## src/rtl/serial_async_tx_packetiser.sv

```systemverilog
// Packet framer ahead of serial_async_tx: buffers payload words, then sends HEADER, length, payload
// (and a checksum word when SERIAL_TX_PACKET_CHECKSUM_EN is defined) over the enable/next_word handshake.
module serial_async_tx_packetiser #(
    parameter int unsigned     BITS   = 8,
    parameter int unsigned     DEPTH  = 16,
    parameter logic [BITS-1:0] HEADER = 8'hA5
) (
    input  logic                     serial_clk,
    input  logic                     in_rst,
    input  logic                     in_wr_en,
    input  logic [BITS-1:0]          in_wr_data,
    input  logic                     in_send,
    output logic                     out_full,
    output logic                     out_empty,
    output logic [$clog2(DEPTH):0]   out_count,
    output logic                     out_busy,
    output logic                     out_sent,
    output logic                     out_tx_enable,
    output logic [BITS-1:0]          out_tx_data,
    input  logic                     in_tx_next_word,
    input  logic                     in_tx_ready
);

    localparam int unsigned CW = $clog2(DEPTH) + 1;
    localparam int unsigned PW = (DEPTH > 1) ? $clog2(DEPTH) : 1;

    typedef enum logic [2:0] {
        S_IDLE     = 3'd0,
        S_HEADER   = 3'd1,
        S_LENGTH   = 3'd2,
        S_PAYLOAD  = 3'd3,
`ifdef SERIAL_TX_PACKET_CHECKSUM_EN
        S_CHECKSUM = 3'd4,
`endif
        S_DRAIN    = 3'd5
    } state_t;

    state_t            r_state;
    logic [BITS-1:0]   r_mem [DEPTH];
    logic [PW-1:0]     r_wr_ptr;
    logic [PW-1:0]     r_rd_ptr;
    logic [CW-1:0]     r_count;
    logic              r_full;
    logic              r_empty;
    logic [BITS-1:0]   r_len;
    logic [CW-1:0]     r_left;
    logic              r_busy;
    logic              r_sent;
    logic              r_tx_enable;
    logic [BITS-1:0]   r_tx_data;
`ifdef SERIAL_TX_PACKET_CHECKSUM_EN
    logic [BITS-1:0]   r_sum;
`endif

    logic              w_wr;
    logic              w_pop;
    logic [BITS-1:0]   w_head;
    logic [CW-1:0]     w_count_nxt;

    assign w_wr   = in_wr_en && !r_full;
    assign w_head = r_mem[r_rd_ptr];
    // A pop happens exactly when a payload word is loaded for the transmitter
    assign w_pop  = in_tx_next_word && (r_left != '0) &&
                    ((r_state == S_LENGTH) || (r_state == S_PAYLOAD));

    always_comb begin
        w_count_nxt = r_count;
        case ({w_wr, w_pop})
            2'b10:   w_count_nxt = r_count + CW'(1);
            2'b01:   w_count_nxt = r_count - CW'(1);
            default: w_count_nxt = r_count;
        endcase
    end

    always_ff @(posedge serial_clk) begin
        if (w_wr) begin
            r_mem[r_wr_ptr] <= in_wr_data;
        end
    end

    always_ff @(posedge serial_clk or posedge in_rst) begin
        if (in_rst) begin
            r_wr_ptr <= '0;
            r_rd_ptr <= '0;
            r_count  <= '0;
            r_full   <= 1'b0;
            r_empty  <= 1'b1;
        end else begin
            if (w_wr) begin
                r_wr_ptr <= (r_wr_ptr == PW'(DEPTH - 1)) ? '0 : r_wr_ptr + PW'(1);
            end
            if (w_pop) begin
                r_rd_ptr <= (r_rd_ptr == PW'(DEPTH - 1)) ? '0 : r_rd_ptr + PW'(1);
            end
            r_count <= w_count_nxt;
            r_full  <= (w_count_nxt == CW'(DEPTH));
            r_empty <= (w_count_nxt == '0);
        end
    end

    // Packet sequencer; each word is held until the transmitter asks for the next one
    always_ff @(posedge serial_clk or posedge in_rst) begin
        if (in_rst) begin
            r_state     <= S_IDLE;
            r_len       <= '0;
            r_left      <= '0;
            r_busy      <= 1'b0;
            r_sent      <= 1'b0;
            r_tx_enable <= 1'b0;
            r_tx_data   <= '0;
`ifdef SERIAL_TX_PACKET_CHECKSUM_EN
            r_sum       <= '0;
`endif
        end else begin
            r_sent <= 1'b0;
            case (r_state)
                S_IDLE: begin
                    if (in_send) begin
                        r_tx_data   <= HEADER;
                        r_tx_enable <= 1'b1;
                        r_busy      <= 1'b1;
                        r_len       <= BITS'(r_count);
                        r_left      <= r_count;
                        r_state     <= S_HEADER;
                    end
                end
                S_HEADER: begin
                    if (in_tx_next_word) begin
                        r_tx_data <= r_len;
`ifdef SERIAL_TX_PACKET_CHECKSUM_EN
                        r_sum     <= r_len;
`endif
                        r_state   <= S_LENGTH;
                    end
                end
                S_LENGTH, S_PAYLOAD: begin
                    if (in_tx_next_word) begin
                        if (r_left != '0) begin
                            r_tx_data <= w_head;
                            r_left    <= r_left - CW'(1);
`ifdef SERIAL_TX_PACKET_CHECKSUM_EN
                            r_sum     <= r_sum + w_head;
`endif
                            r_state   <= S_PAYLOAD;
                        end else begin
`ifdef SERIAL_TX_PACKET_CHECKSUM_EN
                            r_tx_data   <= r_sum;
                            r_state     <= S_CHECKSUM;
`else
                            r_tx_enable <= 1'b0;
                            r_state     <= S_DRAIN;
`endif
                        end
                    end
                end
`ifdef SERIAL_TX_PACKET_CHECKSUM_EN
                S_CHECKSUM: begin
                    if (in_tx_next_word) begin
                        r_tx_enable <= 1'b0;
                        r_state     <= S_DRAIN;
                    end
                end
`endif
                S_DRAIN: begin
                    if (in_tx_ready) begin
                        r_sent  <= 1'b1;
                        r_busy  <= 1'b0;
                        r_state <= S_IDLE;
                    end
                end
                default: begin
                    r_tx_enable <= 1'b0;
                    r_busy      <= 1'b0;
                    r_state     <= S_IDLE;
                end
            endcase
        end
    end

    assign out_full      = r_full;
    assign out_empty     = r_empty;
    assign out_count     = r_count;
    assign out_busy      = r_busy;
    assign out_sent      = r_sent;
    assign out_tx_enable = r_tx_enable;
    assign out_tx_data   = r_tx_data;

endmodule

```

## config.mk

```make
export PLATFORM = sky130hd
export DESIGN_NAME = serial_async_tx_packetiser
export DESIGN_NICKNAME = d
export VERILOG_FILES = /design/src/rtl/serial_async_tx_packetiser.sv
export SDC_FILE = /design/constraint.sdc
export NUM_CORES = 1
export LEC_CHECK = 0
export CAP_MARGIN = 5
export CORE_MARGIN = 2
export CORE_UTILIZATION = 54
export CTS_CLUSTER_DIAMETER = 40
export DETAILED_ROUTE_END_ITERATION = 8
export HOLD_SLACK_MARGIN = 0.1
export PLACE_DENSITY = 0.87
export SETUP_SLACK_MARGIN = 0.2
export SYNTH_ARGS = -nofsm -noshare
export SYNTH_HDL_FRONTEND = slang
export SYNTH_SLANG_ARGS = --single-unit
```

## constraint.sdc

```tcl
create_clock -name serial_clk -period 2.5 [get_ports serial_clk]
set_input_delay 0.25 -clock serial_clk [delete_from_list [all_inputs] [get_ports serial_clk]]
set_output_delay 0.25 -clock serial_clk [all_outputs]
set_load 0.03 [all_outputs]
```

**Word level (Yosys, flattened, before mapping)**

Memory sizes are Yosys's and may differ from the RTL's.
Cells that the tools add are included.
W data, S select, Z words.

- Register bits after elaboration: 39
- Bits in writable memories: 128
- Input port bits: 14
- Output and inout port bits: 18
- Word-level logic and storage cells: 82
- Memories: 1

Memory list:

| memory | depth | bits a word | read ports | clocked after Yosys merged registers in | write ports | RTL line | RTL |
|---|---|---|---|---|---|---|---|
| r_mem | 16 | 8 | 1 | 0 | 1 | 39 | `logic [BITS-1:0] r_mem [DEPTH];` |

- Add/sub/neg operators: 5
- Equality and inequality tests: 15
- Muxes and demuxes: 28
- Bitwise operators: 2
- Reductions and logical operators: 19

Operator list:

| cell | count |
|---|---|
| $mux W8 | 4 |
| $pmux W8 S3 | 1 |
| $pmux W5 S2 | 2 |
| $mux W3 | 5 |
| $mux W5 | 3 |
| $ne A2 B2 Y1 const B | 6 |
| $pmux W3 S4 | 1 |
| $reduce_and A4 Y1 | 3 |
| $sub A5 B1 Y5 const B | 2 |
| $add A4 B1 Y4 const B | 2 |
| $eq A4 B4 Y1 const B | 2 |
| $mux W1 | 8 |
| $mux W4 | 2 |
| $eq A3 B2 Y1 const B | 2 |
| $pmux W1 S3 | 2 |
| $add A5 B1 Y5 const B | 1 |
| $eq A5 B5 Y1 const B | 1 |
| $logic_not A5 Y1 | 1 |
| $reduce_and A5 Y1 | 1 |
| $reduce_bool A5 Y1 | 1 |
| $reduce_or A2 Y1 | 2 |
| $eq A3 B1 Y1 const B | 1 |
| $eq A3 B3 Y1 const B | 1 |
| $logic_and A1 B1 Y1 | 3 |
| other kinds (11) | 12 |

**Logic depth before layout (Yosys ltp)**

- Depth after elaboration: 6
- Depth in mapped cells: 12
- Mapped depth without buffers: 12

**Least setup slack after synthesis**

Ideal clock, no wire load.

- Path kind: reg-to-reg
- Start point: register r_left[0]
- End point: register r_full, in the netlist out_full
- Setup time: 0.121 ns
- Arrival time: 2.612 ns
- Required time: 2.379 ns
- Path slack: -0.233 ns
- Cell stages (with the launch flop): 13
- Path buffers: 0
- Period minus slack after synthesis: 2.733 ns
- Cell sequence: dfrtp_1 -> inv_1 -> ha_1 -> or4b_1 -> nand3_1 -> inv_1 -> ha_1 -> nand2b_1 -> nor4_1 -> a211oi_1 -> a31oi_1 -> xor2_1 -> and4bb_1

- Cells in the longest elaborated chain, start to end: 6
- Elaborated cells between the ends (all ways): 7
- Classes of those cells: eq/ne (3); mux (1); reduce/logical (3)

RTL lines:

| what | RTL line | RTL |
|---|---|---|
| start: declaration | 46 | `logic [CW-1:0] r_left;` |
| start signal: assignment | 123 | `r_left <= r_count;` |
| start signal: assignment | 140 | `r_left <= r_left - CW'(1);` |
| $reduce_bool A5 Y1 * | 63 | `assign w_pop = in_tx_next_word && (r_left != '0) &&` |
| $logic_and A1 B1 Y1 * (2 in a row) | 63 |  |
| $eq A2 B1 Y1 / $eq A2 B2 Y1 (equally long branches) | 68 | `case ({w_wr, w_pop})` |
| $pmux W5 S2 * | 68 |  |
| via w_count_nxt[3] | 58 | `logic [CW-1:0] w_count_nxt;` |
| $eq A5 B5 Y1 * | 96 | `r_full <= (w_count_nxt == CW'(DEPTH));` |
| end signal: assignment | 96 |  |
| end: declaration | 43 | `logic r_full;` |

The timed path passes the listed nets; every way through them passes the cells marked *.
A chain may end at the register's enable or synchronous reset.

**Final worst setup path**

Ends and elaborated chain as after synthesis.

==> metrics.txt <==
status=finished, violations left; violations in the final reports=negative setup slack; Final Hold Fails=0; pins over their slew limit=0; total I/O pin count=32; gpl congestion=0.867; total standard cell area after synthesis=7110 µm²; highest cell delay on the worst timing path=0.48 ns; Final Setup Violations=2; highest achievable clock rate=377 MHz; critical path arrival=2.97 ns; depth of the CTS H-tree=4; number of antenna violations at the first check in global routing=0; Critical Path Slowest Stage Cell=or4b_4; starting density of the core=0.559; number of global-route vias before repair=4,270; post-synthesis average cell area=~16 µm²; share of the yosys chip area belonging to registers=0.678; fin crit share=1.06; gate count of the mapped netlist=approximately 430; number of nets in the final layout=524; ordered cell list for the critical path=inv_2 > ha_4 > or4b_4 > nand3_4 > inv_4 > ha_4 > nand2b_4 > nor4_4 > a211oi_2 > a31oi_2 > xor2_1 > and4bb_1; global-route usage over all layers=0.234; Leak=approximately 3.1 nW; Core Rows=41; detailed placement HPWL=9.66 mm; final routed wirelength across all metal layers=approximately 16 mm; first-pass GRT wire length=24.0 mm; critical path's most frequent cell=ha_4; dominant synthesized flop cell=edfxtp_1; worst-case headroom to the max-slew limit=0.554; Sum Neg Setup Slack=-0.287 ns; detailed-routing iteration count for the pre-antenna-repair pass=5; vias=4,228; CP Max Fanout=4; vertical die dimension=119 µm; number of max-capacitance violations reported=0; Hold WC Path Type=input pin to asynchronous set/reset pin; worst ir drop on vdd=0.000723 V; vias per inst=just over 6; number of clock sinks=approximately 170; most common library cell in the layout ignoring fill and taps=edfxtp_1; least setup slack across all paths after layout=-0.151 ns; area of the core=~13,000 µm²; Area Overhead vs Synth=19.7%; number of antenna diodes=0; minimum period implied by the final worst setup slack=2.65 ns; insertion delay to the later sink of the worst-skew pair=0.44 ns; initial drt markers=489; count of nets left with antenna violations after detail routing=0; number of unique standard cell types used by synthesis=51; pin slew with the least headroom to its limit=0.669 ns; overall die width=~120 µm; EDFF count, synth=128; clock tree skew after final layout=0.0113 ns; clock tree from TritonCTS=built; highest-count cells in the layout ignoring fill and taps=128 x edfxtp_1, 40 x buf_4, 36 x dfrtp_1, 31 x clkdlybuf4s50_1, 26 x nor2_1; DRC Markers=0; clock transition at the register clock pins on the worst setup and hold paths after CTS=0.06 ns; setup repair after global routing missed its margin=yes; Final Core Density=0.669; synthesis warning total=0; startpoint type of the worst setup path=flip-flop; routed wire length per instance=22.9 µm; endpoint class of the critical path=flip-flop; area share of the leading cell type in the synthesized netlist=0.541; dominant cell type by area after synthesis=edfxtp_1; proportion of layout cells with a drive suffix above 1=0.233; synthesized flop and latch total=167; final worst hold slack=0.240 ns; buffer type at the clock tree root=clkbuf_16; total CTS buffers=17; largest cells by area after synthesis=edfxtp_1 54%, dfrtp_1 13%, mux4_2 6.3%; post-synthesis net count=456; total congestion overflow after global routing=0; # port buffers=31; largest net degree at the start of global routing=40; power per unit of standard cell area=1230 nW/µm²; Critical Path RT=2.82 ns; Setup CP Type=flip-flop to flip-flop; Synth async-reset ratio=0.234; Max clock buf depth=2; die area=~14,000 µm²; Total Power Consumption=about 10 mW
==> cell usage after synthesis (7+ instances only) <==
cell	instances
a21oi_1	21
mux4_2	20
nand2_1	16
and2_1	16
mux2_2	8
mux2i_1	8
mux4_1	13
dfrtp_1	38
buf_2	7
clkbuf_1	11
a211oi_1	8
nor2_1	27
inv_1	11
ha_1	9
o21ai_0	18
edfxtp_1	128
nor2b_1	8
==> per-stage QoR <==
| stage | setup slack (ns) | std cells | cell area, µm² |
|---|---|---|---|
| finish | -0.151 | 686 | 8510 |
| global route | -0.269 | 686 | 8510 |
| CTS | -0.0540 | 684 | 8470 |
| detailed placement | -0.188 | 645 | 7780 |
| global placement | 0.0437 | 645 | 7780 |
| floorplan | 0.0131 | 433 | 7140 |
==> critical path, delay by kind of cell, from the launching register on <==
family | cells | cell delay, ns
xor gates and xnor gates | 1 | 0.24
AOI/OAI and AO/OA | 2 | 0.31
buffers and inverters | 2 | 0.14
adders and majority gates | 2 | 0.31
and+or+nand+nor | 5 | 1.14
DFF | 1 | 0.40
==> path summary, 6_finish.rpt <==
path                                to  slack (ns)  depth (start not counted)      start
max in group asynchronous  r_rd_ptr[0]        1.86                          3     in_rst
hold / removal                out_full        0.24                          3     in_rst
hold reg to reg               r_len[4]        0.52                          1   r_len[4]
setup reg to reg              out_full       -0.15                         12  r_left[0]
min in group serial_clk       r_len[4]        0.52                          1   r_len[4]
setup / recovery              out_full       -0.15                         12  r_left[0]
==> power by group <==
part / total, mW / internal, mW / switching [mW] / leakage (nW)
registers: 4.03 / 3.51 / 0.525 / 1.62
logic: 3.88 / 1.82 / 2.07 / 1.17
clock network: 2.57 / 1.47 / 1.09 / 0.274
total: 10.5 / 6.80 / 3.68 / 3.06
==> routing by layer <==
metal	global-route usage	wire length [µm]	up-vias
met5	0	0	-
met4	0.0982	532	0
met3	0.0652	933	46
met2	0.402	8270	202
met1	0.278	5990	2162
li1	-	-	1818
==> state kept, by name (all words and copies together), names as in the netlist <==
| register | count |
|---|---|
| r_rd_ptr | 4 |
| out_count | 5 |
| out_busy | 1 |
| r_wr_ptr | 4 |
| out_sent | 1 |
| r_mem | 128 |
| r_state | 3 |
| out_full | 1 |
| out_tx_data | 8 |
| out_tx_enable | 1 |
| r_len | 5 |
| out_empty | 1 |
| r_left | 5 |
==> cells by family (layout without fill, tap and decap cells) <==
logic type | count (synthesis) | after routing | share of synthesized area
AO/OA/AOI/OAI | 65 | 65 | 0.0546
multiplexers | 49 | 49 | 0.135
AND/OR/NAND/NOR | 101 | 101 | 0.0822
buffers and inverters | 33 | 114 | 0.0225
flip-flops | 167 | 167 | 0.678
adder cells (fa/ha/maj) | 9 | 9 | 0.0158
XOR/XNOR | 9 | 9 | 0.0111
==> what timing repair did <==
item | CTS | global route
resized for setup | 10 | 6
pin swaps | 1 | 4
buffers inserted | 7 | 2
gates cloned | 0 | 0
hold buffers | 0 | 0
setup endpoints to repair | 6 | 6
==> layout make-up <==
cell class	instances	area [µm²]
clock inverter	15	154
clock buffer	17	425
inverter	11	43.8
multi-input combinational	233	2230
tap	172	215
timing repair buffer	71	611
sequential	167	4820
fill	835	4220
Power figures use the tool's default switching activity.
